### src/rtl/bin2bcd_param.sv
//------------------------------------------------------------------------------
// Module   : bin2bcd_param
// Brief    : Iterative shift-add-3 binary to packed-BCD converter, one bit/cycle.
// Revision : 1.0 - initial release
//------------------------------------------------------------------------------
`default_nettype none

module bin2bcd_param #(
  parameter int IN_W   = 8,
  parameter int DIGITS = 3,
  parameter int SIGNED = 0
) (
  input  logic                  clk,
  input  logic                  nrst,
  input  logic [IN_W-1:0]       in_data,
  input  logic                  in_valid,
  output logic                  in_ready,
  output logic [4*DIGITS-1:0]   bcd_out,
  output logic [DIGITS-1:0]     nz_mask,
  output logic                  out_neg,
  output logic                  out_ovf,
  output logic                  out_valid,
  input  logic                  out_ready
);

  localparam int c_CNT_W = $clog2(IN_W + 1);
  localparam int c_BCD_W = 4 * DIGITS;
  localparam logic [c_CNT_W-1:0] c_LAST = c_CNT_W'(IN_W - 1);

  if (IN_W < 2 || IN_W > 32 || DIGITS < 1 || DIGITS > 10 ||
      (SIGNED != 0 && SIGNED != 1)) begin : g_param_err
    $error("bin2bcd_param: parameter out of range");
  end

  typedef enum logic [1:0] {
    S_IDLE = 2'd0,
    S_CONV = 2'd1,
    S_DONE = 2'd2
  } state_t;

  state_t               r_state;
  state_t               w_state_nxt;
  logic [IN_W-1:0]      r_shift;
  logic [c_BCD_W-1:0]   r_bcd;
  logic [c_CNT_W-1:0]   r_cnt;
  logic [DIGITS-1:0]    r_nz;
  logic                 r_neg;
  logic                 r_ovf;

  logic                 w_sign;
  logic [IN_W:0]        w_mag_full;
  logic [IN_W-1:0]      w_mag;
  logic                 w_mag_zero;
  logic [c_BCD_W-1:0]   w_adj;
  logic [3:0]           w_dig;
  logic                 w_ovf_bit;
  logic [c_BCD_W-1:0]   w_bcd_sh;
  logic [IN_W-1:0]      w_shift_sh;
  logic [DIGITS-1:0]    w_nz_nxt;
  logic                 w_any;

  // Negation is one bit wider so the most negative input yields its true magnitude.
  if (SIGNED != 0) begin : g_signed
    logic [IN_W:0] w_ext;
    assign w_ext      = {in_data[IN_W-1], in_data};
    assign w_sign     = in_data[IN_W-1];
    assign w_mag_full = w_sign ? -w_ext : w_ext;
  end else begin : g_unsigned
    assign w_sign     = 1'b0;
    assign w_mag_full = {1'b0, in_data};
  end

  assign w_mag      = w_mag_full[IN_W-1:0];
  assign w_mag_zero = (w_mag_full == '0);

  always_comb begin
    w_adj = r_bcd;
    w_dig = 4'd0;
    for (int i = 0; i < DIGITS; i++) begin
      w_dig = r_bcd[4*i +: 4];
      if (w_dig >= 4'd5) begin
        w_adj[4*i +: 4] = w_dig + 4'd3;
      end
    end
  end

  // The bit leaving the top digit is the part of the value that does not fit.
  assign {w_ovf_bit, w_bcd_sh, w_shift_sh} = {w_adj, r_shift, 1'b0};

  always_comb begin
    w_nz_nxt = '0;
    w_any    = 1'b0;
    for (int i = DIGITS - 1; i >= 0; i--) begin
      w_any       = w_any | (w_bcd_sh[4*i +: 4] != 4'd0);
      w_nz_nxt[i] = w_any;
    end
    w_nz_nxt[0] = 1'b1;
  end

  always_comb begin
    w_state_nxt = r_state;
    case (r_state)
      S_IDLE:  if (in_valid)        w_state_nxt = S_CONV;
      S_CONV:  if (r_cnt == c_LAST) w_state_nxt = S_DONE;
      S_DONE:  if (out_ready)       w_state_nxt = S_IDLE;
      default:                      w_state_nxt = S_IDLE;
    endcase
  end

  always_ff @(posedge clk or negedge nrst) begin
    if (!nrst) begin
      r_state <= S_IDLE;
    end else begin
      r_state <= w_state_nxt;
    end
  end

  always_ff @(posedge clk or negedge nrst) begin
    if (!nrst) begin
      r_shift <= '0;
      r_bcd   <= '0;
      r_cnt   <= '0;
      r_nz    <= '0;
      r_neg   <= 1'b0;
      r_ovf   <= 1'b0;
    end else begin
      case (r_state)
        S_IDLE: begin
          if (in_valid) begin
            r_shift <= w_mag;
            r_bcd   <= '0;
            r_cnt   <= '0;
            r_nz    <= '0;
            r_neg   <= w_sign & ~w_mag_zero;
            r_ovf   <= 1'b0;
          end
        end
        S_CONV: begin
          r_shift <= w_shift_sh;
          r_bcd   <= w_bcd_sh;
          r_ovf   <= r_ovf | w_ovf_bit;
          r_cnt   <= r_cnt + c_CNT_W'(1);
          if (r_cnt == c_LAST) begin
            r_nz <= w_nz_nxt;
          end
        end
        default: ;
      endcase
    end
  end

  assign in_ready  = (r_state == S_IDLE);
  assign out_valid = (r_state == S_DONE);
  assign bcd_out   = r_bcd;
  assign nz_mask   = r_nz;
  assign out_neg   = r_neg;
  assign out_ovf   = r_ovf;

endmodule

`default_nettype wire
### config.mk
export PLATFORM = sky130hd
export DESIGN_NAME = bin2bcd_param
export DESIGN_NICKNAME = d
export VERILOG_FILES = /design/src/rtl/bin2bcd_param.sv
export SDC_FILE = /design/constraint.sdc
export NUM_CORES = 1
export LEC_CHECK = 0
export BUFFER_PORTS_ARGS = -buffer_cell sky130_fd_sc_hd__clkbuf_2
export CORE_UTILIZATION = 49
export DETAILED_ROUTE_END_ITERATION = 7
export PLACE_DENSITY = 0.75
export SKIP_LAST_GASP = 1
export SYNTH_ARGS = -nofsm -noshare
export SYNTH_HDL_FRONTEND = slang
export SYNTH_SLANG_ARGS = --single-unit
### constraint.sdc
create_clock -name clk -period 1.5 [get_ports clk]
set_clock_uncertainty 0.15 [all_clocks]
set_input_delay 0.075 -clock clk [delete_from_list [all_inputs] [get_ports clk]]
set_output_delay 0.075 -clock clk [all_outputs]
set_load 0.02 [all_outputs]
# [Yosys cells after proc, flatten, opt, wreduce, memory -nomap -nowiden]
# Index checks and enable logic that the tools add are counted.
[word_totals] mem_bits_ro=0 inputBits=12 regBits=30 mem_count=0 output_inout_bits=19 ram_bits=0 latchBits=0 word_cells=46
[classes] eq_ne=6 shifts=0 mul=0 n_bitwise=2 n_lt_le_gt_ge=3 reduce_logical=7 div_mod_pow=0 muxes=18 add_sub_neg=4
[op_table] operator="$pmux 12 s2" count=1
[op_table] operator="$mux 4" count=4
[op_table] operator="$pmux 8 s2" count=1
[op_table] operator="$add 4x2->4 const B" count=3
[op_table] operator="$ge 4x3->1 const B" count=3
[op_table] operator="$mux 12" count=1
[op_table] operator="$mux 8" count=1
[op_table] operator="$pmux 4 s2" count=1
[op_table] operator="$reduce_bool 4->1" count=2
[op_table] operator="$mux 2" count=3
[op_table] operator="$mux 3" count=2
[op_table] operator="$pmux 2 s3" count=1
[op_table] operator="$pmux 3 s2" count=1
[op_table] operator="$reduce_and 3->1" count=2
[op_table] operator="$add 4x1->4 const B" count=1
[op_table] operator="$eq 4x3->1 const B" count=1
[op_table] operator="$ne 2x2->1 const B" count=2
[op_table] operator="$eq 2x1->1 const B" count=1
[op_table] operator="$eq 2x2->1 const B" count=1
[op_table] operator="$logic_not 2->1" count=1
[op_table] operator="$ne 2x1->1 const B" count=1
[op_table] operator="$or 1x1->1" count=2
[op_table] operator="$pmux 1 s2" count=1
[op_table] operator="$reduce_and 2->1" count=1
[op_table] operator="2 further kinds" count=2

# [Depth between registers and ports, before layout]
[logic_depth] depth_word=6 depth_mapped=7

# [Worst setup path before layout]
# Ideal clock, no wire load.
[synth_timing] kind="reg2reg" start="register r_bcd[8], in the netlist bcd_out[8]" end="register r_nz[1], in the netlist nz_mask[1]" stages_incl_launch_ff=8 arrival_ns=1.514 setup_time_ns=0.139 required_ns=1.211 slack_ns=-0.302 cell_sequence="dfrtp_1 -> inv_1 -> ha_1 -> nand2b_4 -> a21oi_4 -> mux2i_1 -> a31o_1 -> o2111ai_1"
[synth_between] elab_chain_len=6 word_cells_on_any_way=7 cone_classes="add/sub (1); order compare (1); mux (3); bitwise (1); reduce/logical (1)"
[synth_lines] element="start, declared" line="44" rtl="logic [c_BCD_W-1:0] r_bcd;"
[synth_lines] element="start signal, assigned" line="140" rtl="r_bcd <= w_bcd_sh;"
[synth_lines] element="$add 4x2->4 or $ge 4x3->1 (tied branches)" line="82, 81"
[synth_lines] element="$mux 4 (*)" line="81" rtl="if (w_dig >= 4'd5) begin"
[synth_lines] element="$reduce_bool 4->1 (*)" line="94" rtl="w_any = w_any | (w_bcd_sh[4*i +: 4] != 4'd0);"
[synth_lines] element="$or 1x1->1 (*)" line="94"
[synth_lines] element="$mux 3 (*)" line="143" rtl="if (r_cnt == c_LAST) begin"
[synth_lines] element="$pmux 3 s2 (*)" line="127" rtl="case (r_state)"
[synth_lines] element="end signal, assigned" line="144" rtl="r_nz <= w_nz_nxt;"
[synth_lines] element="end, declared" line="46" rtl="logic [DIGITS-1:0] r_nz;"
# Every way passes the cells marked *; elsewhere a longest branch is shown, timed or not. The select of a mux whose other input is x is not followed.
# A chain may end at the register's enable or synchronous reset.

# [Worst setup path in the final report]
# Same ends and word-level chain as after synthesis.

==> results.sh <==
export IMPL_status="finished, violations left"
export IMPL_violations="setup timing"
export IMPL_clk_insertion_delay_late_ns=0.35
export IMPL_crit_chain="ha_4 > nand2b_4 > a21oi_4 > mux2i_1 > a31o_1 > o2111ai_1"
export IMPL_fp_dieW_um=60.0
export IMPL_grt_start_max_net_pins=17
export IMPL_die_h_um=60.0
export IMPL_layout_drive_gt1_share_pct=45.2
export IMPL_hold_viol=0
export IMPL_rr_worst_depth=6
export IMPL_drt_iter0_drc=72
export IMPL_avgSynthCellArea_um2=9.17
export IMPL_start_util_pct=52.8
export IMPL_grt_pass1_vias=1646
export IMPL_syn_inst=180
export IMPL_ys_flop_type="dfrtp_1"
export IMPL_swShare_pct=40.6
export IMPL_yosys_area_top_type_share_pct=45.5
export IMPL_dp_hpwl_mm=2.91
export IMPL_cts_tree="done"
export IMPL_crit_fanout=3
export IMPL_ys_seq_area_share_pct=45.5
export IMPL_synthDistinctLibCells=34
export IMPL_ir_worst_vdd_uv=1300
export IMPL_ios=31
export IMPL_num_vias=1642
export IMPL_setup_ws_ns=-0.183
export IMPL_drc=0
export IMPL_num_fill_cells=187
export IMPL_use_met3_pct=7.36
export IMPL_max_cap_viol_count=0
export IMPL_rows=20
export IMPL_portBuffers=29
export IMPL_synthesis_area_mm2=0.00165
export IMPL_switchingPower_mw=2.27
export IMPL_internal_power_mw=3.32
export IMPL_period_minus_slack_ns=1.68
export IMPL_comb_power_share_pct=58.0
export IMPL_top_usage_layer="met2"
export IMPL_wirelength_mm=4.52
export IMPL_grt_total_usage_pct=27.2
export IMPL_power_density_mw_per_mm2=2210
export IMPL_max_freq_mhz=594
export IMPL_use_met2_pct=45.7
export IMPL_clockBufferDepth=2
export IMPL_layout_common_cells="buf_4, clkbuf_2, dfrtp_1"
export IMPL_regToRegEndpoint="nz_mask[1]"
export IMPL_synth_edf_count=0
export IMPL_setup_viol=6
export IMPL_avgRoutedWirePerCell_um=14.9
export IMPL_core_mm2=0.00313
export IMPL_die_area_mm2=0.00360
export IMPL_cts_root_buf="clkbuf_4"
export IMPL_grt_remaining_overflow=0
export IMPL_cp_data_required_time_ns=1.57
export IMPL_yosys_area_top_type="dfrtp_1"
export IMPL_seqPwrFrac_pct=26.3
export IMPL_synthArstFlopShare_pct=100
export IMPL_layout_commonest_cell="buf_4"
export IMPL_first_pass_iters=4
export IMPL_p_leak_nw=1.16
export IMPL_critPathCaptureType="register"
export IMPL_via_per_inst=5.42
export IMPL_post_route_period_util_pct=112
export IMPL_r2r_setup_slack_ns=-0.18
export IMPL_ant_nets=0
export IMPL_hold_path_class="in2async"
export IMPL_worst_path_buf_inv=0
export IMPL_slowest_stage="dfrtp_2"
export IMPL_numClockSinks=30
export IMPL_final_max_slew_viol_count=0
export IMPL_clkTransAtPathRegs_ns=0.11
export IMPL_syn_to_final_growth_pct=53.5
export IMPL_n_antenna_cell=0
export IMPL_synth_nets=199
export IMPL_rsz0062_at_grt="yes"
export IMPL_yosysWarnings=0
export IMPL_slowest_delay_ns=0.46
export IMPL_cts_buffers=5
export IMPL_tns_ns=-0.631
export IMPL_r2r_start="bcd_out[8]"
export IMPL_arrival_ns=1.75
export IMPL_path_class="reg2reg"
export IMPL_worst_setup_path_start_kind="register"
export IMPL_grt_pass1_wl_mm=7.11
export IMPL_htreeDepth=2
export IMPL_synth_area_leaders="dfrtp_1, a21oi_1, ha_1"
export IMPL_met1_usage_pct=31.8
export IMPL_clkPwrFrac_pct=15.7
export IMPL_ys_ff_latch=30
export IMPL_final_core_util_pct=81.0
export IMPL_nets=277
export IMPL_gp_congestion=0.822
export IMPL_critical_path_top_delay_family="flip-flops"
export IMPL_antenna_found_initial=0
kinds of logic after synthesis:
kind of cell | count (synthesis) | synth area share, %
compound gates | 68 | 25.0
simple gates | 50 | 16.1
flops | 30 | 45.5
buf+inv | 19 | 5.08
fa+ha+maj | 7 | 5.31
xor+xnor | 3 | 1.59
mux | 2 | 1.21
other cells | 1 | 0.227
routing by layer:
layer / part of all wire (%) / vias up
li1: - / 784
met1: 42 / 789
met2: 51 / 52
met3: 4.1 / 17
met4: 2.8 / 0
met5: 0 / -
layout make-up:
class / instances / area, um^2 / share of cell area (%)
Clock buffer: 6 / 51.3 / 2.02
Sequential cell: 30 / 761 / 30.0
Inverter: 10 / 42.5 / 1.68
Timing Repair Buffer: 80 / 598 / 23.6
Tap cell: 44 / 55.1 / 2.17
Clock inverter: 2 / 60.1 / 2.37
Multi-Input combinational cell: 131 / 966 / 38.1
power groups by stage:
stage | Clock, mW | Combinational [mW] | Sequential, mW
2_1_floorplan | 0 | 1.36 | 1.66
3_3_place_gp | 0 | 2.56 | 1.43
3_5_place_dp | 0 | 2.66 | 1.46
4_1_cts | 0.883 | 2.87 | 1.44
5_1_grt | 0.920 | 3.52 | 1.51
6_report | 0.877 | 3.25 | 1.47
flip-flops by register name (all words and copies together) (netlist names):
signal / cells
bcd_out: 12
nz_mask: 3
out_ovf: 1
r_cnt: 4
r_shift: 8
r_state: 2
worst reg2reg max path, stage by stage, from the launching register on:
cell       delay, ns
dfrtp_2         0.46
ha_4            0.16
nand2b_4        0.14
a21oi_4         0.14
mux2i_1         0.23
a31o_1          0.19
o2111ai_1       0.09
metrics by stage:
stage | instance area [um^2] | instances | hold WS [ns] | worst slack [ns] | power (mW)
2_1_floorplan | 1700 | 180 | -0.371 | -0.173 | 3.02
3_3_place_gp | 2140 | 279 | -0.120 | -0.0789 | 3.99
3_5_place_dp | 2140 | 279 | -0.117 | -0.146 | 4.11
4_1_cts | 2410 | 300 | 0.0410 | -0.123 | 5.19
5_1_grt | 2530 | 303 | 0.0679 | -0.218 | 5.95
6_report | 2530 | 303 | 0.0331 | -0.183 | 5.60
synthesized netlist by cell type (2+ instances only):
cell and instances:
o21ai_0 16, buf_4 2, a22o_1 3, dfrtp_1 30, a31oi_1 2, a22oi_1 7
o21ai_1 14, mux2i_1 2, clkbuf_1 3, a21oi_1 19, nand2b_1 4, nor3b_1 5
buf_2 3, nor2_1 8, nand2_1 18, ha_1 7, nor2b_1 9, xnor2_1 3
inv_1 10
worst max-delay path by stage:
stage | start | endpoint | slack (ns) | cells after the start
5_1_grt | bcd_out[9] | nz_mask[1] | -0.22 | 7
3_5_place_dp | bcd_out[4] | nz_mask[1] | -0.15 | 6
2_1_floorplan | bcd_out[9] | nz_mask[1] | -0.17 | 7
4_1_cts | bcd_out[8] | nz_mask[1] | -0.12 | 6
6_report | bcd_out[8] | nz_mask[1] | -0.18 | 6
3_3_place_gp | bcd_out[8] | nz_mask[1] | -0.08 | 6
repair_timing:
action                                  CTS  global route
resized for setup                         8            29
pin swaps                                 5             7
setup buffers                             3             3
endpoints found under the setup margin    9            24
endpoints found under the hold margin    39             0
hold buffers                             10             0
(Power assumes the default switching activity.)
